$ cat config.mk
export PLATFORM = sky130hd
export DESIGN_NAME = counter_ctrl
export DESIGN_NICKNAME = d
export VERILOG_FILES = /design/src/rtl/counter_ctrl.sv
export SDC_FILE = /design/constraint.sdc
export NUM_CORES = 1
export LEC_CHECK = 0
export BUFFER_PORTS_ARGS = -buffer_cell sky130_fd_sc_hd__buf_2
export CAP_MARGIN = 20
export CORE_MARGIN = 4
export CORE_UTILIZATION = 30
export CTS_BUF_LIST = sky130_fd_sc_hd__clkbuf_16
export DETAILED_ROUTE_END_ITERATION = 16
export PLACE_DENSITY_LB_ADDON = 0.12
export SLEW_MARGIN = 5
export SYNTH_ARGS = -nofsm -noshare
export SYNTH_HDL_FRONTEND = slang
export SYNTH_SLANG_ARGS = --single-unit
$ cat constraint.sdc
create_clock -name clk -period 2.7 [get_ports clk]
set_input_delay 0.405 -clock clk [delete_from_list [all_inputs] [get_ports clk]]
set_output_delay 0.405 -clock clk [all_outputs]
set_load 0.01 [all_outputs]
$ cat src/rtl/counter_ctrl.sv
`default_nettype none
// counter_ctrl: prescaled ping-pong sequencer driving an up/down counter's enable/direction.
// Optional macro DWELL_EN adds a pause of DWELL pulse intervals at each turn-around.
module counter_ctrl #(
    parameter int WIDTH    = 8,
    parameter int PRESCALE = 5,
    parameter int DWELL    = 3
) (
    input  logic             clk,
    input  logic             rst,
    input  logic             start_i,
    input  logic             stop_i,
    input  logic [WIDTH-1:0] upper_lim_i,
    input  logic [WIDTH-1:0] lower_lim_i,
    input  logic [WIDTH-1:0] counter_in_i,
    output logic             enable_o,
    output logic             direction_o,
    output logic             busy_o,
    output logic             lim_err_o
);

    localparam int            PW     = $clog2(PRESCALE);
    localparam logic [PW-1:0] TC_VAL = PW'(PRESCALE - 1);

`ifdef DWELL_EN
    typedef enum logic [1:0] {
        S_IDLE  = 2'd0,
        S_UP    = 2'd1,
        S_DOWN  = 2'd2,
        S_DWELL = 2'd3
    } state_t;

    localparam state_t AFTER_UP   = S_DWELL;
    localparam state_t AFTER_DOWN = S_DWELL;

    localparam int             DCW        = (DWELL > 1) ? $clog2(DWELL) : 1;
    localparam logic [DCW-1:0] DWELL_LAST = DCW'(DWELL - 1);

    logic [DCW-1:0] dwell_q, dwell_d;
`else
    typedef enum logic [1:0] {
        S_IDLE = 2'd0,
        S_UP   = 2'd1,
        S_DOWN = 2'd2
    } state_t;

    localparam state_t AFTER_UP   = S_DOWN;
    localparam state_t AFTER_DOWN = S_UP;

    logic unused_dwell;
    assign unused_dwell = ^DWELL;
`endif

    state_t        state_q, state_d;
    logic [PW-1:0] presc_q, presc_d;
    logic          enable_q, enable_d;
    logic          dir_q, dir_d;
    logic          busy_q, busy_d;
    logic          lim_err_q, lim_err_d;
    logic          tc;
    logic          lim_bad;

    always_comb begin
        lim_bad  = (lower_lim_i >= upper_lim_i);
        tc       = (presc_q == TC_VAL);
        state_d  = state_q;
        presc_d  = presc_q;
        enable_d = 1'b0;
        dir_d    = dir_q;
`ifdef DWELL_EN
        dwell_d  = dwell_q;
`endif

        if (stop_i) begin
            state_d = S_IDLE;
            presc_d = '0;
            dir_d   = 1'b1;
`ifdef DWELL_EN
            dwell_d = '0;
`endif
        end else if (state_q == S_IDLE) begin
            presc_d = '0;
            if (start_i) begin
                state_d = S_UP;
                dir_d   = 1'b1;
            end
        end else begin
            presc_d = tc ? '0 : presc_q + 1'b1;
            // Bad limits freeze the sequencer; the prescaler keeps running so
            // recovery lands on a regular pulse slot.
            if (tc && !lim_bad) begin
                case (state_q)
                    S_UP: begin
                        if (counter_in_i < upper_lim_i) begin
                            enable_d = 1'b1;
                            dir_d    = 1'b1;
                        end else begin
                            dir_d   = 1'b0;
                            state_d = AFTER_UP;
                        end
                    end
                    S_DOWN: begin
                        if (counter_in_i > lower_lim_i) begin
                            enable_d = 1'b1;
                            dir_d    = 1'b0;
                        end else begin
                            dir_d   = 1'b1;
                            state_d = AFTER_DOWN;
                        end
                    end
`ifdef DWELL_EN
                    S_DWELL: begin
                        // direction already points the new way
                        if (dwell_q == DWELL_LAST) begin
                            dwell_d = '0;
                            state_d = dir_q ? S_UP : S_DOWN;
                        end else begin
                            dwell_d = dwell_q + 1'b1;
                        end
                    end
`endif
                    default: begin
                        state_d = state_q;
                    end
                endcase
            end
        end

        busy_d    = (state_d != S_IDLE);
        lim_err_d = busy_d && lim_bad;
    end

    always_ff @(posedge clk or posedge rst) begin
        if (rst) begin
            state_q   <= S_IDLE;
            presc_q   <= '0;
            enable_q  <= 1'b0;
            dir_q     <= 1'b1;
            busy_q    <= 1'b0;
            lim_err_q <= 1'b0;
        end else begin
            state_q   <= state_d;
            presc_q   <= presc_d;
            enable_q  <= enable_d;
            dir_q     <= dir_d;
            busy_q    <= busy_d;
            lim_err_q <= lim_err_d;
        end
    end

`ifdef DWELL_EN
    always_ff @(posedge clk or posedge rst) begin
        if (rst) begin
            dwell_q <= '0;
        end else begin
            dwell_q <= dwell_d;
        end
    end
`endif

    assign enable_o    = enable_q;
    assign direction_o = dir_q;
    assign busy_o      = busy_q;
    assign lim_err_o   = lim_err_q;

endmodule
`default_nettype wire

Word level (Yosys, flattened, before mapping). Cells that the tools add are included.

Add/sub/neg operators: 1. $lt $le $gt $ge: 3. Equality and inequality tests: 4. Mux-type cells: 22. Reductions and logical operators: 8.

Operator list (number): two-way mux 2 bit (6); two-way mux 1 bit (10); two-way mux 3 bit (3); >= comparator 8 bit (1); > comparator 8 bit (1); less-than comparator 8 bit (1); one-hot mux 1 bit (2 select lines) (2); one-hot mux 2 bit (2 select lines) (1); nonzero test 4 bit (1); adder 3 x 1 -> 3 bit (second input constant) (1); == test 3 bit (second input constant) (1); != test 3 bit (second input constant) (1); AND reduction 3 bit (1); nonzero test 3 bit (1); == test 2 x 1 -> 1 bit (second input constant) (1); == test 2 bit (second input constant) (1); logical AND 1 bit (2); logical NOT 2 bit (1); nonzero test 2 bit (1); logical NOT 1 bit (1).

Register bits: 9. Output and inout bits: 4.

Longest topological paths before layout.
Depth in word-level cells: 8. Mapped depth: 8. Depth with buffers taken out: 8.

Least setup slack after synthesis. No wires, ideal clock.

Path kind: input-to-reg. From: in upper_lim_i[2]. To: reg busy_q, in the netlist busy_o. Setup time: 65 ps. Arrival: 2050 ps. Data required time: 2635 ps. Path slack: 585 ps. Stages: 8. Path buffers: 0. Cells stage by stage: inv_1 > ha_1 > a211oi_2 > o21ai_2 > a2111oi_4 > a32oi_1 > a311oi_2 > or2_1.

Word-level cells in the longest chain between the ends: 7. Elaborated cells between the ends (all ways): 10.

Ends and longest elaborated chain: from (decl) (RTL line 13) `input logic [WIDTH-1:0] upper_lim_i,`; less-than comparator 8 bit / >= comparator 8 bit (equally long branches) (RTL line 94, 64); two-way mux 2 bit / logical NOT 1 bit (equally long branches) (RTL line 94, 91); one-hot mux 2 bit (2 select lines) / logical AND 1 bit (equally long branches) (RTL line 92, 91); two-way mux 2 bit * (RTL line 91) `if (tc && !lim_bad) begin`; two-way mux 2 bit * (RTL line 81) `end else if (state_q == S_IDLE) begin`; two-way mux 2 bit * (RTL line 74) `if (stop_i) begin`; net state_d[1] (RTL line 54) `state_t state_q, state_d;`; nonzero test 2 bit * (RTL line 129) `busy_d = (state_d != S_IDLE);`; net busy_d (RTL line 58) `logic busy_q, busy_d;`; to (signal assigned) (RTL line 146) `busy_q <= busy_d;`; to (decl) (RTL line 58).

Mark *: on every way through the listed nets, which the timed path passes. The rest lies on a longest branch. A chain may end at the register's enable or synchronous reset.

Worst setup path in the final report.
From: reg state_q[0]. To: reg busy_q, in the netlist busy_o.

Word-level cells in the longest chain between the ends: 6. Elaborated cells between the ends (all ways): 11.

Ends and longest elaborated chain: from (decl) (RTL line 54); from (signal assigned) (RTL line 142) `state_q <= state_d;`; == test 2 bit / == test 2 x 1 -> 1 bit (equally long branches) (RTL line 92) `case (state_q)`; one-hot mux 2 bit (2 select lines) (RTL line 92); two-way mux 2 bit (RTL line 91); two-way mux 2 bit * (RTL line 81); two-way mux 2 bit * (RTL line 74); net state_d[1] (RTL line 54); nonzero test 2 bit * (RTL line 129); net busy_d (RTL line 58).

Marked as above.

==> results.md <==
- Final Cell Area: 1390 um^2
- Tmin final: 2.13 ns
- Area of the core: 3440 um^2
- Sink Count: 9
- Max_cap viols: 0
- Distinct cells, synth: 35
- Seq pwr share: 0.266
- HPWL after DPL: 2140 um
- Top cell type's share of synthesized area: 0.317
- Setup tns final: 0 ns
- DP Worst Slack: around 0.33 ns
- DRC viols: 0
- Post-Synth Simple-Gate Area: 0.153
- Multiplexer area fraction after synthesis: 0.00907
- Sw Ratio: 0.279
- Main area contributors after synthesis: ha_1 32%, dfrtp_1 18%, inv_1 7.8%
- Crit Path Class: reg2reg
- Pleak: 0.000722 uW
- Count of final setup violators: 0
- Combinational share of power: 0.296
- Initial core utilization: 0.321
- Fill cell count: 362
- Setup bufs post-CTS: 0
- Die W: ~69 um
- WP data arrival: 2.29 ns
- Drt total wl: roughly 2400 um
- Commonest non-fill, non-tap cell in the layout: buf_2
- First-pass GRT wire length: approximately 4000 um
- Max transition margin: 0.721
- # resized after CTS: 0
- Root Driver: clkbuf_16
- Crit Reg-Reg Endpoint: busy_o
- CTS clk-pin slew, worst paths: 0.04 ns
- EDFF count, synth: 0
- RSZ-0062 raised after global routing: no
- Syn. warnings: 0
- DP Area: around 1300 um^2
- Most frequent cells in the layout: 31 x buf_2, 28 x ha_1, 24 x inv_1
- Layout cell share with drive strength beyond 1: 0.261
- CTS Buffer Depth: 2
- Routed Antenna Nets: 0
- Post-Synthesis Cells: 127
- Fraction of synthesized cell area in xor and xnor cells: 0
- R2R cell count: 7
- Via count: slightly below 1000
- Peak VDD IR: around 0.18 mV
- Cell area after synthesis: roughly 1100 um^2
- Die Area: 4710 um^2
- NumNets Final: 218
- P_int: 410 uW
- Final setup margin: 0.574 ns
- Initial antenna violation count: 0
- Hold WC Path Type: in2async
- RePlAce Congestion: 0.837
- Clock Latency Late Sink: 0.23 ns
- Post-Syn Area per Cell: 8.69 um^2
- Pwr dens: 408 nW/um^2
- Register-to-Register Setup Slack: 0.57 ns
- Clk network pwr share: 0.438
- Setup crit end kind: register
- H-tree depth: 1
- Largest family of logic cells by synthesized area: adder cells
- CTS tree: built
- Worst Setup SP: state_q[0]
- Final hold violations: 0
- Wire length per cell: around 11 um
- CP Max Fanout: 4
- Switching power total: 158 uW
- Critical Path RT: between 2 and 3 ns
- Adder-Cell Fraction of Synth Area: 0.317
- CTS Buf Count: 3
- CP startpoint kind: register
- Hold_buf cts: 0
- Crit path to: busy_o
- Vias in the first global route: 944
- I/O Pins: 32
- Area growth syn-to-layout: 26.1%
- Chip Height: 68.7 um
- Tcrit/Tclk final: 0.787
- Register area share after synthesis: 0.205
- Async set-reset flop share out of synthesis: 1.00
- Status: complete, no violations
- Largest net degree at the start of global routing: 11
- Synth Register Bits: 9
- Slew of the pin with the lowest slew margin: 0.408 ns
- PortBufs: 31
- Overall routing resource usage: 0.110
- Worst R2R Start: state_q[0]
- Via density: 4.77
- Net count after synthesis: 183
- Starting DRC count in detailed routing: 33
- Max Slew Vio Count: 0
- TritonRoute pass-1 iters: 4
- Max frequency: 0.470 GHz
- Post-synth top area cell: ha_1
- Clock Skews: roughly 0.00086 ns
- # diodes: 0
- Most used DFF post-synth: dfrtp_1
- Synth Area in Compound Gates: 0.234
- Row Count: 21
- Grt ovf: 0
final cells by class:
cell class	count	area, um^2	share of cell area
clock buffer	3	75.1	0.0540
clock inverter	1	3.75	0.00270
inverter	23	86.3	0.0621
tap	46	57.6	0.0414
multi-input combinational	94	787	0.566
timing repair buffer	31	155	0.112
sequential	9	226	0.163
critical path, stage by stage, from the launching register on:
cell       delay [ns]
dfrtp_1          0.39
inv_1            0.09
ha_1             0.30
nand4b_1         0.19
a2111oi_4        0.48
a32oi_1          0.20
a311oi_2         0.28
or2_1            0.13
cell families after synthesis:
kind of cell             after synthesis
AND/OR/NAND/NOR                       33
flip-flops                             9
AO/OA/AOI/OAI                         32
buffers and inverters                 24
multiplexers                           1
adder cells (fa/ha/maj)               28
cell usage after synthesis, types with 2 or more instances:
cell type / count
ha_1: 28
inv_1: 23
nor2_1: 10
nand2_1: 9
a21oi_1: 8
dfrtp_1: 8
o21ai_0: 4
a211oi_1: 3
nand4_1: 3
nor2b_1: 3
o211ai_1: 3
a2111oi_0: 2
power groups by stage:
stage          sequential [uW]  clock (uW)  combinational, uW
2_1_floorplan              154           0                109
3_3_place_gp               153           0                169
3_5_place_dp               153           0                169
4_1_cts                    151         254                171
5_1_grt                    153         266                197
6_report                   151         248                168
layer usage:
layer | share of wire | GRT usage | up-vias
met5 | 0 | 0 | -
met4 | 0 | 0.0223 | 0
met3 | 0.043 | 0.0146 | 0
met2 | 0.47 | 0.184 | 20
met1 | 0.49 | 0.150 | 440
li1 | - | - | 527
worst min path at each step:
stage | start | endpoint | slack (ns) | cells past startpoint
6_report | rst | lim_err_o | 0.13 | 2
5_1_grt | rst | busy_o | 0.15 | 2
4_1_cts | rst | presc_q[1] | 0.14 | 2
3_5_place_dp | rst | busy_o | 0.38 | 2
3_3_place_gp | rst | busy_o | 0.38 | 2
2_1_floorplan | rst | busy_o | 0.23 | 1
metrics by stage:
stage	util	hold slack [ns]	std cells	power [uW]
5_1_grt	0.404	0.151	207	616
2_1_floorplan	-	0.232	127	263
3_5_place_dp	0.381	0.384	203	322
4_1_cts	0.404	0.140	207	576
6_report	0.404	0.127	207	568
3_3_place_gp	0.381	0.378	203	322
sequential cells by signal (all words and copies together) (netlist names):
name and flops:
busy_o 1, direction_o 1, enable_o 1, lim_err_o 1, presc_q 3, state_q 2
Power figures use the tool's default switching activity.
